[config.mk]
export PLATFORM = sky130hd
export DESIGN_NAME = set_clr_sequencer
export DESIGN_NICKNAME = d
export VERILOG_FILES = /design/src/rtl/set_clr_sequencer.sv
export SDC_FILE = /design/constraint.sdc
export NUM_CORES = 1
export LEC_CHECK = 0
export BUFFER_PORTS_ARGS = -buffer_cell sky130_fd_sc_hd__buf_2
export CAP_MARGIN = 20
export CELL_PAD_IN_SITES_DETAIL_PLACEMENT = 1
export CELL_PAD_IN_SITES_GLOBAL_PLACEMENT = 1
export CORE_MARGIN = 5
export CORE_UTILIZATION = 37
export CTS_CLUSTER_SIZE = 28
export DETAILED_ROUTE_END_ITERATION = 12
export GPL_TIMING_DRIVEN = 0
export PLACE_DENSITY_LB_ADDON = 0.1
export SETUP_SLACK_MARGIN = 0.3
export SLEW_MARGIN = 20
export SYNTH_ARGS = -nofsm -noshare
export SYNTH_HDL_FRONTEND = slang
export SYNTH_SLANG_ARGS = --single-unit
[constraint.sdc]
create_clock -name clk -period 2.31 [get_ports clk]
set_input_delay 0.462 -clock clk [delete_from_list [all_inputs] [get_ports clk]]
set_output_delay 0.462 -clock clk [all_outputs]
set_load 0.005 [all_outputs]
[src/rtl/set_clr_sequencer.sv]
// rtl/set_clr_sequencer.sv - set/clear pulse sequencer with programmable busy hold and abort
module set_clr_sequencer #(
    parameter int CNT_W = 8
) (
    input  logic             clk,
    input  logic             rst,
    input  logic             req_valid,
    output logic             req_ready,
    input  logic [CNT_W-1:0] req_len,
    input  logic             abort,
    output logic             set_o,
    output logic             clr_o,
    output logic             busy_o,
    output logic             done_o,
    output logic             aborted_o,
    output logic [1:0]       state_o
);

    typedef enum logic [1:0] {
        S_IDLE  = 2'b00,
        S_START = 2'b01,
        S_BUSY  = 2'b10,
        S_DONE  = 2'b11
    } state_t;

    localparam logic [CNT_W-1:0] CNT_ZERO = '0;
    localparam logic [CNT_W-1:0] CNT_ONE  = CNT_W'(1);

    state_t           state;
    logic [CNT_W-1:0] cnt;
    logic             aborted;

    // START and BUSY share the exit rule; START always spends its one cycle
    // before any hold, so the decrement there is what makes BUSY last req_len.
    always_ff @(posedge clk or posedge rst) begin
        if (rst) begin
            state   <= S_IDLE;
            cnt     <= CNT_ZERO;
            aborted <= 1'b0;
        end else begin
            case (state)
                S_IDLE: begin
                    if (req_valid) begin
                        cnt     <= req_len;
                        aborted <= 1'b0;
                        state   <= S_START;
                    end
                end
                S_START, S_BUSY: begin
                    if (abort) begin
                        aborted <= 1'b1;
                        state   <= S_DONE;
                    end else if (cnt == CNT_ZERO) begin
                        state   <= S_DONE;
                    end else begin
                        cnt     <= cnt - CNT_ONE;
                        state   <= S_BUSY;
                    end
                end
                S_DONE: begin
                    state <= S_IDLE;
                end
                default: begin
                    state <= S_IDLE;
                end
            endcase
        end
    end

    // Moore decode from the state flops only; nothing here sees an input.
    assign req_ready = (state == S_IDLE);
    assign set_o     = (state == S_START);
    assign busy_o    = (state == S_START) || (state == S_BUSY);
    assign clr_o     = (state == S_DONE);
    assign done_o    = (state == S_DONE);
    assign aborted_o = aborted;
    assign state_o   = state;

endmodule
Word level (Yosys, flattened, before mapping):

Index checks and enable logic that the tools add are counted.

* muxes and demuxes: 11
* equality and inequality tests: 7
* add/sub/neg operators: 1
* reduce and logical (&&, ||, !) cells: 7

Operator list (number)
* 8-bit 2-to-1 mux: 3
* 8-bit case mux with 2 select lines: 1
* 8-bit logical NOT: 1
* 2-bit inequality test, second input constant: 4
* 8-bit by 1-bit subtractor with 8-bit output, second input constant: 1
* 2-bit case mux with 3 select lines: 1
* 2-bit == test, second input constant: 2
* 1-bit 2-to-1 mux: 4
* 4-bit AND reduction: 1
* 3-bit AND reduction: 1
* 2-bit by 1-bit == test with 1-bit output, second input constant: 1
* 2-bit logical NOT: 1
* 2-bit 2-to-1 mux: 1
* 1-bit case mux with 2 select lines: 1
* 2-bit nonzero test: 1
* 2-bit OR reduction: 1
* 1-bit logical OR: 1

* register bits: 11
* bits of input ports: 12
* output and inout bits: 8

Depth between registers and ports, before layout:

Gate-level depths: netlist of run 1.

* word-level depth: 4
* depth in mapped cells: 8
* depth with buffers taken out: 6

Worst setup path before layout of run 1:

No wires, ideal clock.

* path type: flip-flop to flip-flop
* from: reg state[0], in the netlist state_o[0]
* to: reg cnt[4]
* library setup time: 0.094 ns
* setup slack: 0.371 ns
* data required time: 2.216 ns
* arrival: 1.845 ns
* cell stages (with the launch flop): 9
* period minus slack after synthesis: 1.939 ns
* path through: dfrtp_1 -> inv_1 -> ha_1 -> buf_6 -> nor4b_1 -> a2111oi_2 -> buf_4 -> a21oi_1 -> a211oi_1

* longest elaborated chain between the ends: 4
* elaborated cells between the ends (all ways): 10
* classes of those cells: eq/ne (5); mux (1); reduce/logical (4)

Ends and longest elaborated chain
* from (decl): line 29 `state_t state;`
* from (signal assigned): line 37 `state <= S_IDLE;`
* from (signal assigned): line 46 `state <= S_START;`
* from (signal assigned): line 52 `state <= S_DONE;`
* 2-bit by 1-bit == test with 1-bit output or 2-bit == test (tied branches): line 41 `case (state)`
* 2-bit OR reduction: line 41
* 2-bit inequality test (no line) or 2-bit nonzero test (tied branches)
* 4-bit AND reduction (no line)
* to (signal assigned): line 44 `cnt <= req_len;`
* to (signal assigned): line 56 `cnt <= cnt - CNT_ONE;`
* to (decl): line 30 `logic [CNT_W-1:0] cnt;`

Several ways; a longest one is shown, not always the timed one.
A chain may end at the register's enable or synchronous reset.

Worst setup path in the final report of run 1:

* from: reg cnt[1]
* to: reg cnt[1]

* longest elaborated chain between the ends: 4
* elaborated cells between the ends (all ways): 7
* classes of those cells: add/sub (1); eq/ne (1); mux (3); reduce/logical (2)

Ends and longest elaborated chain
* 8-bit by 1-bit subtractor with 8-bit output: line 56
* 8-bit 2-to-1 mux: line 53 `end else if (cnt == CNT_ZERO) begin`
* 8-bit 2-to-1 mux: line 50 `if (abort) begin`
* 8-bit case mux with 2 select lines: line 41

Several ways; a longest one is shown, not always the timed one. The select of a mux whose other input is x is not followed.

==> flow_metrics.py, run 1 <==
metrics = {
    "cells_and_area": {
        "fillers": 256,
        "mostFrequentLayoutCell": "buf_2",
        "nNetsFinal": 136,
        "antenna_cells": 0,
        "drive_above_1_share_pct": 35.6,
        "regArea_sq_um": 275,
        "area_delta_synth_final_pct": 34.8,
        "final_cell_mix": "19 x buf_2, 12 x a21oi_1, 11 x dfrtp_1",
        "multi_input_area_sq_um": 478,
    },
    "clocking": {
        "cts.sinks": 11,
        "clkTransAtPathRegs_ns": 0.08,
        "htreeDepth": 1,
        "cts_tree": "built",
        "clk_latency_ns": 0.28,
        "cts_buffers": 3,
        "root_buffer": "clkbuf_4",
        "cts_hold_buf": 0,
        "clk_path_buf_depth": 2,
    },
    "outcome": {
        "status": "finished, final reports clean",
    },
    "timing": {
        "fin_tns_setup_ns": 0,
        "rsz0062_at_grt": "no",
        "holdWs_ns": 0.175,
        "final_hold_viol_count": 0,
        "worst_slew_pin_slew_ns": 0.574,
        "clock-skew-final_ns": 0.00593,
        "period_minus_slack_ns": 1.92,
        "timing.fmax_mhz": 521,
        "relSlewSlack_pct": 61.4,
        "setup_viol": 0,
        "final.period_utilization_pct": 83.1,
        "finalMaxSlewViolations": 0,
    },
    "drt": {
        "vias": 762,
        "via_per_inst": 5.26,
        "ant_nets": 0,
        "dr.pass1.iters": 3,
        "drcViolationCount": 0,
        "drtIter0Drc": 4,
        "routed_wl_um": 2250,
        "wire_per_inst_um": 15.5,
    },
    "yosys": {
        "synth_cell_types": 32,
        "synth_area_sq_um": 763,
        "syn-num-nets": 105,
        "avgSynthCellArea_sq_um": 8.67,
        "syn_inst": 88,
        "synth-seq-cells": 11,
        "synth-warning-count": 0,
        "ys_seq_area_share_pct": 36.1,
    },
    "floorplanning": {
        "rows": 16,
        "chipHeight_um": 55.4,
        "die_x_um": 55.4,
        "initial_core_util_pct": 38.9,
        "core_area_sq_um": 1960,
        "ios": 20,
        "die_area_sq_um": 3070,
    },
    "power": {
        "peakVddDrop_uv": 745,
        "power.leakage_nw": 0.464,
        "power_density_nw_per_um2": 1660,
    },
    "worst_setup_path": {
        "crit_path_start": "cnt[1]",
        "cp-end-kind": "register",
        "reg2reg_from": "cnt[1]",
        "required_ns": 2.48,
        "arrival_ns": 2.09,
        "critical_path_class": "reg2reg",
        "cp_max_fo": 5,
        "cp-start-kind": "register",
    },
    "global_route": {
        "grt_pass1_wl_um": 3630,
        "grt_usage_pct": 14.6,
        "grt_max_degree": 12,
        "overflow": 0,
        "grt_pass1_vias": 768,
        "grt_antenna_before_repair": 0,
    },
    "placed_design": {
        "gp_congestion": 0.733,
        "hpwl_um": 1520,
        "port_buffers": 19,
    },
    "worst_hold_path": {
        "hold_path_class": "in2async",
    },
    "run": {
        "maxCapViolCount": 0,
    },
}
[cells in the mapped netlist, drive strengths merged]
library cell	n	area [sq um]
a2111oi	1	15.0
a211oi	1	7.51
a21o	1	7.51
a21oi	12	60.1
a221o	1	10.0
a311oi	1	8.76
and2	1	6.26
and3b	1	8.76
buf	3	26.3
clkbuf	1	3.75
dfrtp	11	275
ha	5	62.6
inv	9	33.8
mux2	1	11.3
mux2i	1	10.0
nand2	5	18.8
nand2b	2	12.5
nand3	3	15.0
nand4	1	6.26
nor2	3	11.3
nor2b	1	6.26
nor3	5	25.0
nor4	2	12.5
nor4b	2	23.8
o211ai	1	7.51
o21ai	9	45.0
o311ai	1	8.76
or2b	1	7.51
or3b	1	8.76
or4	1	7.51
[cell type report]
type	instances	share of cell area (%)
clock buffers	4	2.55
plain buffers	4	2.92
multi-input cells	64	46.5
inverters	9	3.28
repair buffers	26	14.7
well taps	27	3.28
flip-flops and latches	11	26.8
[stage by stage]
| step | power, mW | cells | utilization [%] | cell area (sq um) | worst slack [ns] |
|---|---|---|---|---|---|
| final | 1.71 | 145 | 52.4 | 1030 | 0.390 |
| after global routing | 1.86 | 145 | 52.4 | 1030 | 0.287 |
| after CTS | 1.57 | 142 | 49.5 | 971 | 0.316 |
| after detailed placement | 1.30 | 134 | 45.5 | 892 | 0.215 |
| after global placement | 1.26 | 134 | 45.5 | 892 | 0.259 |
| after floorplan | 1.04 | 88 | - | 763 | 0.371 |
[worst paths after layout]
check	endpoint	slack, ns	cells past startpoint
min in group clk	cnt[1]	0.44	3
max	cnt[1]	0.39	8
min	cnt[0]	0.18	2
max in group asynchronous	cnt[2]	1.81	2
min reg2reg	aborted_o	0.55	2
max reg2reg	cnt[1]	0.39	8
[critical path, stage by stage (launching register included)]
cell       delay, ns
dfrtp_1         0.41
inv_1           0.11
ha_1            0.15
nor4b_2         0.46
a2111oi_4       0.17
buf_4           0.19
buf_4           0.13
o211ai_1        0.08
o21ai_1         0.09
[power breakdown]
part           switching [mW]  internal (mW)
Sequential              0.123          0.295
Clock                  0.0740         0.0671
Combinational           0.586          0.560
[layer usage]
layer / GRT usage, % / up-vias / routed length (um)
li1: - / 378 / -
met1: 17.6 / 361 / 969
met2: 25.2 / 18 / 1130
met3: 3.26 / 5 / 108
met4: 5.21 / 0 / 41
met5: 0 / - / 0
[cell families after synthesis]
logic type / share of synthesized area (%)
AO/OA/AOI/OAI: 22.3
multiplexers: 2.79
buffers and inverters: 8.36
adder cells (fa/ha/maj): 8.20
flip-flops: 36.1
AND/OR/NAND/NOR: 22.3
[state kept, by name, indices dropped and copies added (netlist names)]
name and flops:
state_o 2, cnt 8, aborted_o 1
[what timing repair did]
action	in CTS	in global routing
pin swaps	1	1
gates resized for setup	2	8
setup buffers	3	3
cloned	1	0
setup endpoints to repair	5	8
Note: power is estimated with default switching activity, not from simulation.
==> run 2, diff against run 1 <==
Clock period 2.31 ns to 1.99 ns, I/O delays scaled along.
==> run 2 against run 1 <==
Effect of this change:
- worst setup slack lost 0.28 ns
- combinational power increased by 30%
- register-to-register slack got worse by 0.28 ns
- largest power group unchanged
- highest routed layer unchanged
==> flow_metrics.py, run 2 (synthesized netlist as in run 1, its figures left out) <==
metrics = {
    "cells_and_area": {
        "fin_util_pct": 54.9,
        "largest_reg_flops": 8,
        "mostFrequentLayoutCell": "buf_2",
        "fillers": 253,
        "antenna_cells": 0,
        "regArea_sq_um": 275,
        "drive_above_1_share_pct": 46.2,
        "nNetsFinal": 137,
        "area_delta_synth_final_pct": 41.1,
        "final_cell_mix": "19 x buf_2, 11 x dfrtp_1, 8 x a21oi_1, 8 x buf_4, 7 x o21ai_0",
        "stdcell_count": 146,
        "max_flop_register": "cnt",
        "multi_input_area_sq_um": 512,
    },
    "run": {
        "maxCapViolCount": 0,
    },
    "timing": {
        "clock-skew-final_ns": 0.000734,
        "rsz0062_at_grt": "yes",
        "fin_tns_setup_ns": 0,
        "timing.fmax_mhz": 531,
        "relSlewSlack_pct": 58.2,
        "worst_slew_pin_slew_ns": 0.622,
        "holdWs_ns": 0.124,
        "final_hold_viol_count": 0,
        "finalMaxSlewViolations": 0,
        "setup_slack_ns": 0.107,
        "period_minus_slack_ns": 1.88,
        "final.period_utilization_pct": 94.6,
        "setup_viol": 0,
    },
    "power": {
        "cellInternalPower_mw": 1.16,
        "swShare_pct": 46.5,
        "power_density_nw_per_um2": 2010,
        "seqPwrFrac_pct": 23.2,
        "clkPwrFrac_pct": 7.5,
        "peakVddDrop_uv": 897,
        "switchingPower_mw": 1.01,
        "p_comb_share_pct": 69.3,
        "power.leakage_nw": 0.469,
    },
    "outcome": {
        "status": "finished, final reports clean",
    },
    "worst_setup_path": {
        "cp-end-kind": "register",
        "required_ns": 2.19,
        "arrival_ns": 2.08,
        "cp_slowest_stage_delay_ns": 0.45,
        "cp-start-kind": "register",
        "critPathMostFrequentCell": "buf_6",
        "critical_path_class": "reg2reg",
        "slowest_stage": "a2111oi_4",
        "cp_max_fo": 7,
        "path_cells": "inv_2, ha_4, buf_6, nor4b_4, a2111oi_4, buf_6, a21oi_2, a211oi_2",
    },
    "floorplanning": {
        "initial_core_util_pct": 38.9,
        "ios": 20,
        "rows": 16,
        "chipHeight_um": 55.4,
        "die_x_um": 55.4,
        "core_area_sq_um": 1960,
        "die_area_sq_um": 3070,
    },
    "drt": {
        "drtIter0Drc": 10,
        "wire_per_inst_um": 16.2,
        "dr.pass1.iters": 6,
        "drcViolationCount": 0,
        "routed_wl_um": 2370,
        "vias": 770,
        "via_per_inst": 5.27,
        "ant_nets": 0,
    },
    "placed_design": {
        "port_buffers": 19,
        "dp_slack_ns": 0.0735,
        "placed_cells": 134,
        "hpwl_um": 1560,
        "gp_congestion": 0.816,
    },
    "worst_hold_path": {
        "hold_path_class": "in2async",
    },
    "global_route": {
        "grt_pass1_vias": 803,
        "overflow": 0,
        "grt_usage_pct": 15.9,
        "grt_pass1_wl_um": 3830,
        "grt_max_degree": 12,
        "grt_antenna_before_repair": 0,
    },
    "clocking": {
        "cts_tree": "built",
        "root_buffer": "clkbuf_4",
        "clk_path_buf_depth": 2,
        "clk_latency_ns": 0.28,
        "cts_buffers": 3,
        "clkTransAtPathRegs_ns": 0.08,
        "cts_hold_buf": 0,
        "cts.sinks": 11,
        "htreeDepth": 1,
    },
}
==> run 2: changes by cell type in the layout (fill, tap and decap cells not counted), moves of 2 or more <==
cell and change:
ha_2 +2, inv_2 +2, a21oi_2 +4, ha_1 -2, inv_1 -3, a21oi_1 -4, buf_6 +2
==> run 2: repair_timing <==
| action | CTS | global route |
|---|---|---|
| endpoints found under the setup margin | 8 | 10 |
| cloned | 1 | 0 |
| pin swaps | 4 | 1 |
| buffers inserted | 6 | 1 |
| gates resized for setup | 5 | 12 |
==> run 2: metrics by stage <==
step           area, sq um  total power [mW]
5_1_grt               1080              2.35
3_5_place_dp           941              1.64
3_3_place_gp           941              1.60
2_1_floorplan          812              1.33
6_report              1080              2.17
4_1_cts               1030              2.01
==> run 2: cell type report <==
type | instances | share of cell area, %
clock buffer | 4 | 2.44
multi-input combinational | 64 | 47.5
buffer | 4 | 3.14
timing repair buffer | 27 | 14.8
tap | 27 | 3.14
inverter | 9 | 3.48
sequential | 11 | 25.6
==> run 2: critical path: cells and delay by family (launching register included) <==
kind	cells	cell delay, ns
AO/OA/AOI/OAI	3	0.65
adder cells (fa/ha/maj)	1	0.20
buffers and inverters	3	0.41
AND/OR/NAND/NOR	1	0.13
flip-flops	1	0.42
==> run 2: final timing paths <==
path                                 start         end  slack, ns  depth (start not counted)
worst min register to register   aborted_o   aborted_o       0.55                          2
min in group clk                req_len[1]      cnt[1]       0.38                          3
worst max-delay path            state_o[1]      cnt[4]       0.11                          8
worst max register to register  state_o[1]      cnt[4]       0.11                          8
worst min-delay path                   rst  state_o[1]       0.12                          2
max in group asynchronous              rst   aborted_o       1.54                          2
==> run 2: metal layers <==
metal,GRT usage [%],share of wire [%],vias to the layer above
met2,29.6,54,16
met4,6.25,0.97,0
met5,0,0,-
met1,17.3,41,370
met3,3.50,3.3,3
li1,-,-,381
==> run 2: power groups by stage <==
stage               Clock (mW)  Combinational [mW]  Sequential, mW
floorplan                    0               0.853           0.475
global placement             0                1.10           0.496
detailed placement           0                1.14           0.505
CTS                      0.169                1.35           0.489
global route             0.175                1.65           0.524
finish                   0.163                1.50           0.502
==> run 3, diff against run 2 <==
Settings changed: CORE_UTILIZATION 37 to 39, CTS_BUF_LIST set to sky130_fd_sc_hd__clkbuf_2 sky130_fd_sc_hd__clkbuf_4 sky130_fd_sc_hd__clkbuf_8.
==> run 3 against run 2 <==
Effect of this change:
- fmax is 0.40% lower
- register-to-register slack hardly changed
- sequential share of layout area is 2.4 points lower
- core utilization is 7.1 points higher
- first-iteration DRC count grew to 3.0 times the previous value
- wire length is 20% higher
- sequential power hardly changed
- critical path depth stayed put
- sequential cell count stayed put
- worst hold slack worse by 0.014 ns
- non-clock buffer count is 8 higher
- critical path type unchanged
- critical endpoint is now cnt[5]
- highest routed layer unchanged
==> flow_metrics.py, run 3 (synthesized netlist as in run 1, its figures left out) <==
metrics = {
    "worst_setup_path": {
        "arrival_ns": 2.06,
        "path_buf_inv": 3,
        "cp_slowest_stage_delay_ns": 0.41,
        "cp-start-kind": "register",
        "critical_path_class": "reg2reg",
        "cp_max_fo": 6,
        "required_ns": 2.16,
        "path_cells": "inv_2, ha_4, buf_6, nor4b_4, a2111oi_4, buf_4, a21oi_2, a311oi_1",
        "critical-path-top-delay-family": "compound AO/OA/AOI/OAI gates",
        "slowest_stage": "dfrtp_1",
        "r2r_setup_slack_ns": 0.1,
        "cp-end-kind": "register",
        "cp.depth": 8,
        "rr_worst_depth": 8,
    },
    "floorplanning": {
        "ios": 20,
        "core_area_sq_um": 1920,
        "chipHeight_um": 54.2,
        "die_area_sq_um": 2940,
        "die_x_um": 54.2,
        "rows": 16,
        "initial_core_util_pct": 39.7,
    },
    "cells_and_area": {
        "drive_above_1_share_pct": 51.2,
        "fillers": 238,
        "mostFrequentLayoutCell": "buf_2",
        "antenna_cells": 0,
        "stdcell_count": 154,
        "area_delta_synth_final_pct": 56.1,
        "max_flop_register": "cnt",
        "largest_reg_flops": 8,
        "nNetsFinal": 145,
        "final_cell_mix": "19 x buf_2, 14 x buf_4, 11 x dfrtp_1",
    },
    "power": {
        "swShare_pct": 45.9,
        "peakVddDrop_uv": 1060,
        "cellInternalPower_mw": 1.33,
        "switchingPower_mw": 1.13,
        "p_comb_share_pct": 72.0,
        "clkPwrFrac_pct": 7.5,
        "power_density_nw_per_um2": 2060,
        "power.leakage_nw": 0.524,
        "seqPwrFrac_pct": 20.5,
    },
    "global_route": {
        "grt_pass1_wl_um": 4050,
        "overflow": 0,
        "grt_usage_pct": 20.0,
        "grt_max_degree": 12,
        "grt_antenna_before_repair": 0,
        "grt_pass1_vias": 872,
    },
    "timing": {
        "rsz0062_at_grt": "yes",
        "relSlewSlack_pct": 62.4,
        "worst_slew_pin_slew_ns": 0.560,
        "fin_tns_setup_ns": 0,
        "final_hold_viol_count": 0,
        "timing.fmax_mhz": 529,
        "finalMaxSlewViolations": 0,
        "clock-skew-final_ns": 0.0171,
        "final.period_utilization_pct": 95.0,
        "period_minus_slack_ns": 1.89,
        "setup_viol": 0,
    },
    "drt": {
        "wire_per_inst_um": 18.5,
        "dr.pass1.iters": 4,
        "via_per_inst": 5.57,
        "vias": 858,
        "routed_wl_um": 2840,
        "drtIter0Drc": 30,
        "drcViolationCount": 0,
        "ant_nets": 0,
    },
    "outcome": {
        "status": "finished, final reports clean",
    },
    "clocking": {
        "cts_tree": "built",
        "cts_buffers": 3,
        "cts.sinks": 11,
        "root_buffer": "clkbuf_4",
        "clk_path_buf_depth": 2,
        "htreeDepth": 1,
        "clk_latency_ns": 0.29,
        "clkTransAtPathRegs_ns": 0.09,
    },
    "placed_design": {
        "gp_congestion": 0.737,
        "placed_cells": 134,
        "hpwl_um": 1650,
        "port_buffers": 19,
    },
    "worst_hold_path": {
        "hold_path_class": "in2async",
    },
    "run": {
        "maxCapViolCount": 0,
    },
}
run 3: cell types whose count changed in the layout (fill, tap and decap cells not counted), sizes merged:
cell    before  now
clkbuf       5    4
buf         30   39
run 3: worst paths after layout:
kind	startpoint	endpoint
min in group clk	req_len[1]	cnt[1]
setup / recovery	state_o[1]	cnt[5]
setup reg to reg	state_o[1]	cnt[5]
hold reg to reg	aborted_o	aborted_o
max in group asynchronous	rst	cnt[2]
hold / removal	rst	state_o[0]
run 3: layout make-up:
cell class                      count  area, sq um  share of cell area [%]
Buffer                              4         33.8                    2.84
Clock buffer                        4         30.0                    2.52
Inverter                            9         37.5                    3.15
Multi-Input combinational cell     64          554                    46.5
Sequential cell                    11          275                    23.1
Tap cell                           27         33.8                    2.84
Timing Repair Buffer               35          226                    19.0
run 3: worst register-to-register path: stages (launching register included):
cell and delay, ns:
dfrtp_1 0.41, inv_2 0.09, ha_4 0.20, buf_6 0.13
nor4b_4 0.13, a2111oi_4 0.35, buf_4 0.17, a21oi_2 0.04
a311oi_1 0.24
run 3: per-layer routing:
metal,part of all wire [%],vias up,track usage [%]
met5,0,-,0
met4,4.2,0,11.2
met3,5.5,15,2.72
met2,50,35,35.3
met1,40,412,22.9
li1,-,396,-
run 3: timing repair:
item | 4_1_cts | 5_1_grt
pin swaps | 6 | 2
hold buffers | 0 | 0
endpoints found under the setup margin | 8 | 9
resized for setup | 15 | 9
buffers inserted | 14 | 2
run 3: power groups by stage:
stage	combinational, mW	clock, mW	sequential [mW]
global route	1.93	0.200	0.517
detailed placement	1.15	0	0.507
CTS	1.59	0.182	0.495
finish	1.77	0.184	0.503
floorplan	0.853	0	0.475
global placement	1.10	0	0.495
run 3: stage by stage:
stage / power, mW / util [%] / worst slack, ns / area, sq um / hold slack (ns)
2_1_floorplan: 1.33 / - / 0.188 / 812 / 0.250
3_3_place_gp: 1.59 / 49.0 / 0.0788 / 941 / 0.421
3_5_place_dp: 1.65 / 49.0 / 0.0579 / 941 / 0.435
4_1_cts: 2.27 / 58.9 / 0.177 / 1130 / 0.131
5_1_grt: 2.65 / 62.0 / 0.00841 / 1190 / 0.138
6_report: 2.45 / 62.0 / 0.0998 / 1190 / 0.110
